**src/rtl/lcd_stream_rx.sv**
```systemverilog
// lcd_stream_rx: RGB LCD receiver recovering pixel x/y and locking onto the expected frame geometry.
// Optional LCD_RX_FRAME_CNT_EN adds a 16-bit count of good locked frames.
module lcd_stream_rx #(
  parameter int H_ACTIVE    = 480,
  parameter int V_ACTIVE    = 272,
  parameter int LOCK_FRAMES = 2,
  parameter int DATA_W      = 24
) (
  input  logic              clk,
  input  logic              rst,
  input  logic              vid_de,
  input  logic              vid_hsync,
  input  logic              vid_vsync,
  input  logic [DATA_W-1:0] vid_data,
  output logic              pix_valid,
  output logic [11:0]       pix_x,
  output logic [9:0]        pix_y,
  output logic [DATA_W-1:0] pix_data,
  output logic              frame_start,
  output logic              locked,
`ifdef LCD_RX_FRAME_CNT_EN
  output logic              frame_err,
  output logic [15:0]       frame_cnt
`else
  output logic              frame_err
`endif
);
  localparam logic [11:0] H_A = 12'(H_ACTIVE);
  localparam logic [9:0]  V_A = 10'(V_ACTIVE);
  localparam logic [3:0]  L_F = 4'(LOCK_FRAMES);
  typedef enum logic [1:0] {SEARCH, CHECK, LOCK} state_t;
  state_t state, state_n;
  logic [3:0] good_cnt, good_cnt_n, inc;
  logic de1, hs1, vs1, de2, hs2, vs2;
  logic [DATA_W-1:0] data1;
  logic [11:0] x;
  logic [9:0] y;
  logic bad, good, err_n, pv;
  logic hs_fall, vs_fall, de_act, de_fall, de_rise;
  assign hs_fall = hs2 & ~hs1;
  assign vs_fall = vs2 & ~vs1;
  assign de_act  = de1 & vs1;
  assign de_fall = de2 & ~de1 & vs1;
  assign de_rise = de1 & ~de2 & vs1;
  assign good    = ~bad & (y == V_A);
  assign inc     = good_cnt + 4'd1;
  assign pv      = locked & de_act & (x < H_A) & (y < V_A);
  assign frame_start = pix_valid & (pix_x == 12'd0) & (pix_y == 10'd0);
  always_ff @(posedge clk or negedge rst)
    if (!rst) begin
      {de1, hs1, vs1, de2, hs2, vs2} <= '0;
      data1 <= '0;
    end else begin
      {de1, hs1, vs1} <= {vid_de, vid_hsync, vid_vsync};
      {de2, hs2, vs2} <= {de1, hs1, vs1};
      data1 <= vid_data;
    end
  // x/y saturate so a runaway line or frame can never alias back into range
  always_ff @(posedge clk or negedge rst)
    if (!rst) begin
      x   <= '0;
      y   <= '0;
      bad <= 1'b0;
    end else begin
      if (hs_fall) x <= '0;
      else if (de_act && x != '1) x <= x + 12'd1;
      if (vs_fall) begin
        y   <= '0;
        bad <= 1'b0;
      end else begin
        if (de_fall && y != '1) y <= y + 10'd1;
        if ((de_fall && x != H_A) || (de_rise && x >= H_A)) bad <= 1'b1;
      end
    end
  always_comb begin
    state_n    = state;
    good_cnt_n = good_cnt;
    err_n      = 1'b0;
    if (vs_fall)
      case (state)
        SEARCH: begin
          state_n    = CHECK;
          good_cnt_n = '0;
        end
        CHECK: begin
          good_cnt_n = good ? inc : 4'd0;
          err_n      = ~good;
          state_n    = (good && inc >= L_F) ? LOCK : CHECK;
        end
        default: begin
          good_cnt_n = '0;
          err_n      = ~good;
          state_n    = good ? LOCK : CHECK;
        end
      endcase
  end
  always_ff @(posedge clk or negedge rst)
    if (!rst) begin
      state     <= SEARCH;
      good_cnt  <= '0;
      locked    <= 1'b0;
      frame_err <= 1'b0;
    end else begin
      state     <= state_n;
      good_cnt  <= good_cnt_n;
      locked    <= state_n == LOCK;
      frame_err <= err_n;
    end
  always_ff @(posedge clk or negedge rst)
    if (!rst) begin
      pix_valid <= 1'b0;
      pix_x     <= '0;
      pix_y     <= '0;
      pix_data  <= '0;
    end else begin
      pix_valid <= pv;
      if (pv) begin
        pix_x    <= x;
        pix_y    <= y;
        pix_data <= data1;
      end
    end
`ifdef LCD_RX_FRAME_CNT_EN
  always_ff @(posedge clk or negedge rst)
    if (!rst) frame_cnt <= '0;
    else if (vs_fall && state == LOCK) frame_cnt <= good ? frame_cnt + 16'd1 : 16'd0;
`endif
endmodule

```
**config.mk**
```make
export PLATFORM = sky130hd
export DESIGN_NAME = lcd_stream_rx
export DESIGN_NICKNAME = d
export VERILOG_FILES = /design/src/rtl/lcd_stream_rx.sv
export SDC_FILE = /design/constraint.sdc
export NUM_CORES = 1
export LEC_CHECK = 0
export BUFFER_PORTS_ARGS = -buffer_cell sky130_fd_sc_hd__buf_4
export CORE_MARGIN = 4
export CORE_UTILIZATION = 50
export CTS_CLUSTER_DIAMETER = 200
export DETAILED_ROUTE_END_ITERATION = 8
export GPL_ROUTABILITY_DRIVEN = 0
export GPL_TIMING_DRIVEN = 0
export PLACE_DENSITY_LB_ADDON = 0.2
export SLEW_MARGIN = 30
export SYNTH_ARGS = -nofsm -noshare
export SYNTH_HDL_FRONTEND = slang
export SYNTH_SLANG_ARGS = --single-unit
```
**constraint.sdc**
```tcl
create_clock -name clk -period 1.94 [get_ports clk]
set_clock_uncertainty 0.2 [all_clocks]
set_input_delay 0.291 -clock clk [delete_from_list [all_inputs] [get_ports clk]]
set_output_delay 0.291 -clock clk [all_outputs]
set_load 0.01 [all_outputs]
```
==> metrics <==
antenna violations before repair=0; Final Cycle Share=103%; Max FO, Critical Path=2; hold_sp=hs1; Boundary Pins=approximately 80; register area share after synthesis=roughly three fifths; crit-path max cell delay=0.41 ns; delay-heaviest family, CP=simple AND/OR/NAND/NOR gates; post-DP HPWL=about 5600 um; top cells by area, synth=dfrtp_1 (62%), mux2_4 (7.2%), mux2_1 (5.4%); Buffers & Inverters on Critical Path=1; R2R Path Start=x[1]; drc violations=0; WL per Instance=approximately 17 um; Fin Hold WS=0.210 ns; Synth Warn #=0; clk_lat worst skew=around 0.37 ns; failing checks=negative setup slack; cells after synthesis=around 330; syn_nets=369; top cell type's share of synthesized area=between 60% and 70%; power density cells=a little under 700 nW/um2; Worst-Margin Slew=~0.85 ns; Crit. End Element=output pin; gr ovfl total=0; # fillers=around 550; Die Height=~100 um; Max-cap violations=0; final net count=~510; DP Area=between 5000 and 6000 um2; commonest register cell after synthesis=dfrtp_1; Initial DRC Count=196; Min-Delay Path Class=flip-flop to flip-flop; startpoint types=flip-flop; P_leak=between 3 and 4 nW; vias in the first global route=a little over 3,000; ys async rst share=between 90% and 100%; Die ar.=10,300 um2; post-route cell area=a little over 6000 um2; die width=between 100 and 150 um; global-route total usage across every layer=about a fifth; Final ANT Viol Nets=0; CTS Root Cell=clkbuf_8; Mapped Avg Cell Area=between 10 and 15 um2; First-pass DRT Iterations=5; Core Area=roughly 8300 um2; biggest area consumer among synthesized cells=dfrtp_1; final worst slack=-0.0567 ns; status=finished, violations left; Synth cell types=44; relative slew slack=43.5%; commonest cells after routing, fill and taps aside=buf_4 (104), dfrtp_1 (99), mux2_4 (31), dlygate4sd3_1 (28), nand2_1 (20); clk buf depth=2; post-route core utilization=between 70 and 80%; Fin. Hold Viols=0; Final setup viols=28; ANT cells=0; initial core utilization=a little over half; CP max-delay cell=dfrtp_1; CP required=1.45 ns; Pins Over Slew Limit=0; Worst setup startpoint=pix_y[4]; unrepaired setup endpoints after global routing=true; Achievable Freq=~500 MHz; Total Power=about 4.1 mW; # rows=33; Sink Count=between 100 and 150; Seq. cell area=about 2700 um2; share of cells above drive strength 1=41.5%; Synth Cell Area=4360 um2; IO buf count=a little under 80; Area growth syn-to-layout=39.3%; cts bufs inserted=9; vias post-DR=between 3,000 and 4,000; cell chain of the critical path=nor4_2, nand3_1, nor3_2, buf_4; CTS tree=done; WL final=9950 um; clock slew at reported path FFs=~0.10 ns; commonest non-fill, non-tap cell in the layout=buf_4; first-pass GRT wire length=around 16,000 um; WP data arrival=1.51 ns; Final min period=~2.0 ns; dpl ws=-0.212 ns; Vias/cell=between 5 and 6; largest net degree at the start of global routing=109; Seq cells post-synth=around 110; multi-input logic area=approximately 1700 um2; VDD IR max=469 uV; crit path kind=flip-flop to output pin; Post-synth EDFFs=0; H-tree level count=3
==> registers in the layout, indices dropped and copies added (netlist names), 2 cells and up <==
signal    flops
data1        24
good_cnt      4
pix_data     24
pix_x        12
pix_y        10
state         2
x            12
y            10
==> cell type report <==
type | instances | share of cell area, %
clock buffers | 9 | 2.04
clock inverters | 7 | 1.75
inverters | 11 | 0.680
flip-flops and latches | 108 | 44.7
multi-input cells | 202 | 28.1
well taps | 105 | 2.16
repair buffers | 134 | 18.7
plain buffers | 11 | 1.81
==> final timing paths <==
| check | end | slack (ns) | cells after the start |
|---|---|---|---|
| setup / recovery | frame_start | -0.06 | 4 |
| hold / removal | hs2 | 0.21 | 0 |
| setup reg to reg | x[11] | -0.04 | 5 |
| hold reg to reg | hs2 | 0.21 | 0 |
| max in group asynchronous | vs1 | 0.54 | 2 |
| min in group asynchronous | pix_x[9] | 0.38 | 2 |
==> worst register-to-register path, delay by kind of cell, from the launching register on <==
family | cells | cell delay [ns]
flip-flops | 1 | 0.43
AO/OA/AOI/OAI | 2 | 0.53
buffers and inverters | 1 | 0.13
AND/OR/NAND/NOR | 2 | 0.63
==> logic make-up after synthesis <==
group                    count (synthesis)  share of synthesized area (%)
flip-flops                             108                           62.0
AO/OA/AOI/OAI                           47                           7.09
buffers and inverters                   24                           2.93
multiplexers                            43                           12.9
adder cells (fa/ha/maj)                  6                           1.72
AND/OR/NAND/NOR                        103                           12.8
XOR/XNOR                                 3                          0.603
==> Yosys cell counts (5+ instances only) <==
cell,n
a21oi_1,7
and2_1,5
dfrtp_1,108
ha_1,6
inv_1,10
mux2_1,21
mux2_4,21
nand2_1,20
nand3_1,13
nand4_1,5
nor2_1,14
nor2b_1,6
nor3_1,8
nor4_1,9
o211ai_1,6
o21ai_0,10
o31ai_1,8
==> per-layer routing <==
metal | GRT usage, % | part of all wire, %
met3 | 4.06 | 6.6
met2 | 30.4 | 48
met5 | 0 | 0
met1 | 26.6 | 44
met4 | 6.13 | 1.3
==> stage by stage <==
step / setup TNS [ns] / instances
4_1_cts: -0.178 / 576
2_1_floorplan: 0 / 334
3_3_place_gp: -6.23 / 517
3_5_place_dp: -6.92 / 517
6_report: -0.423 / 587
5_1_grt: -3.83 / 587
==> repair_timing <==
action	in CTS	in global routing
hold buffers	28	0
setup endpoints to repair	58	61
buffers inserted	16	10
gates cloned	0	2
resized for setup	24	38
pin swaps	14	8
endpoints found under the hold margin	135	0
==> power breakdown <==
part	internal [mW]	leakage [nW]	switching, mW
Combinational	0.122	1.48	0.115
Clock	0.751	0.116	0.809
Sequential	2.30	1.42	0.0356
No activity file was read; power rests on OpenSTA's default activity.
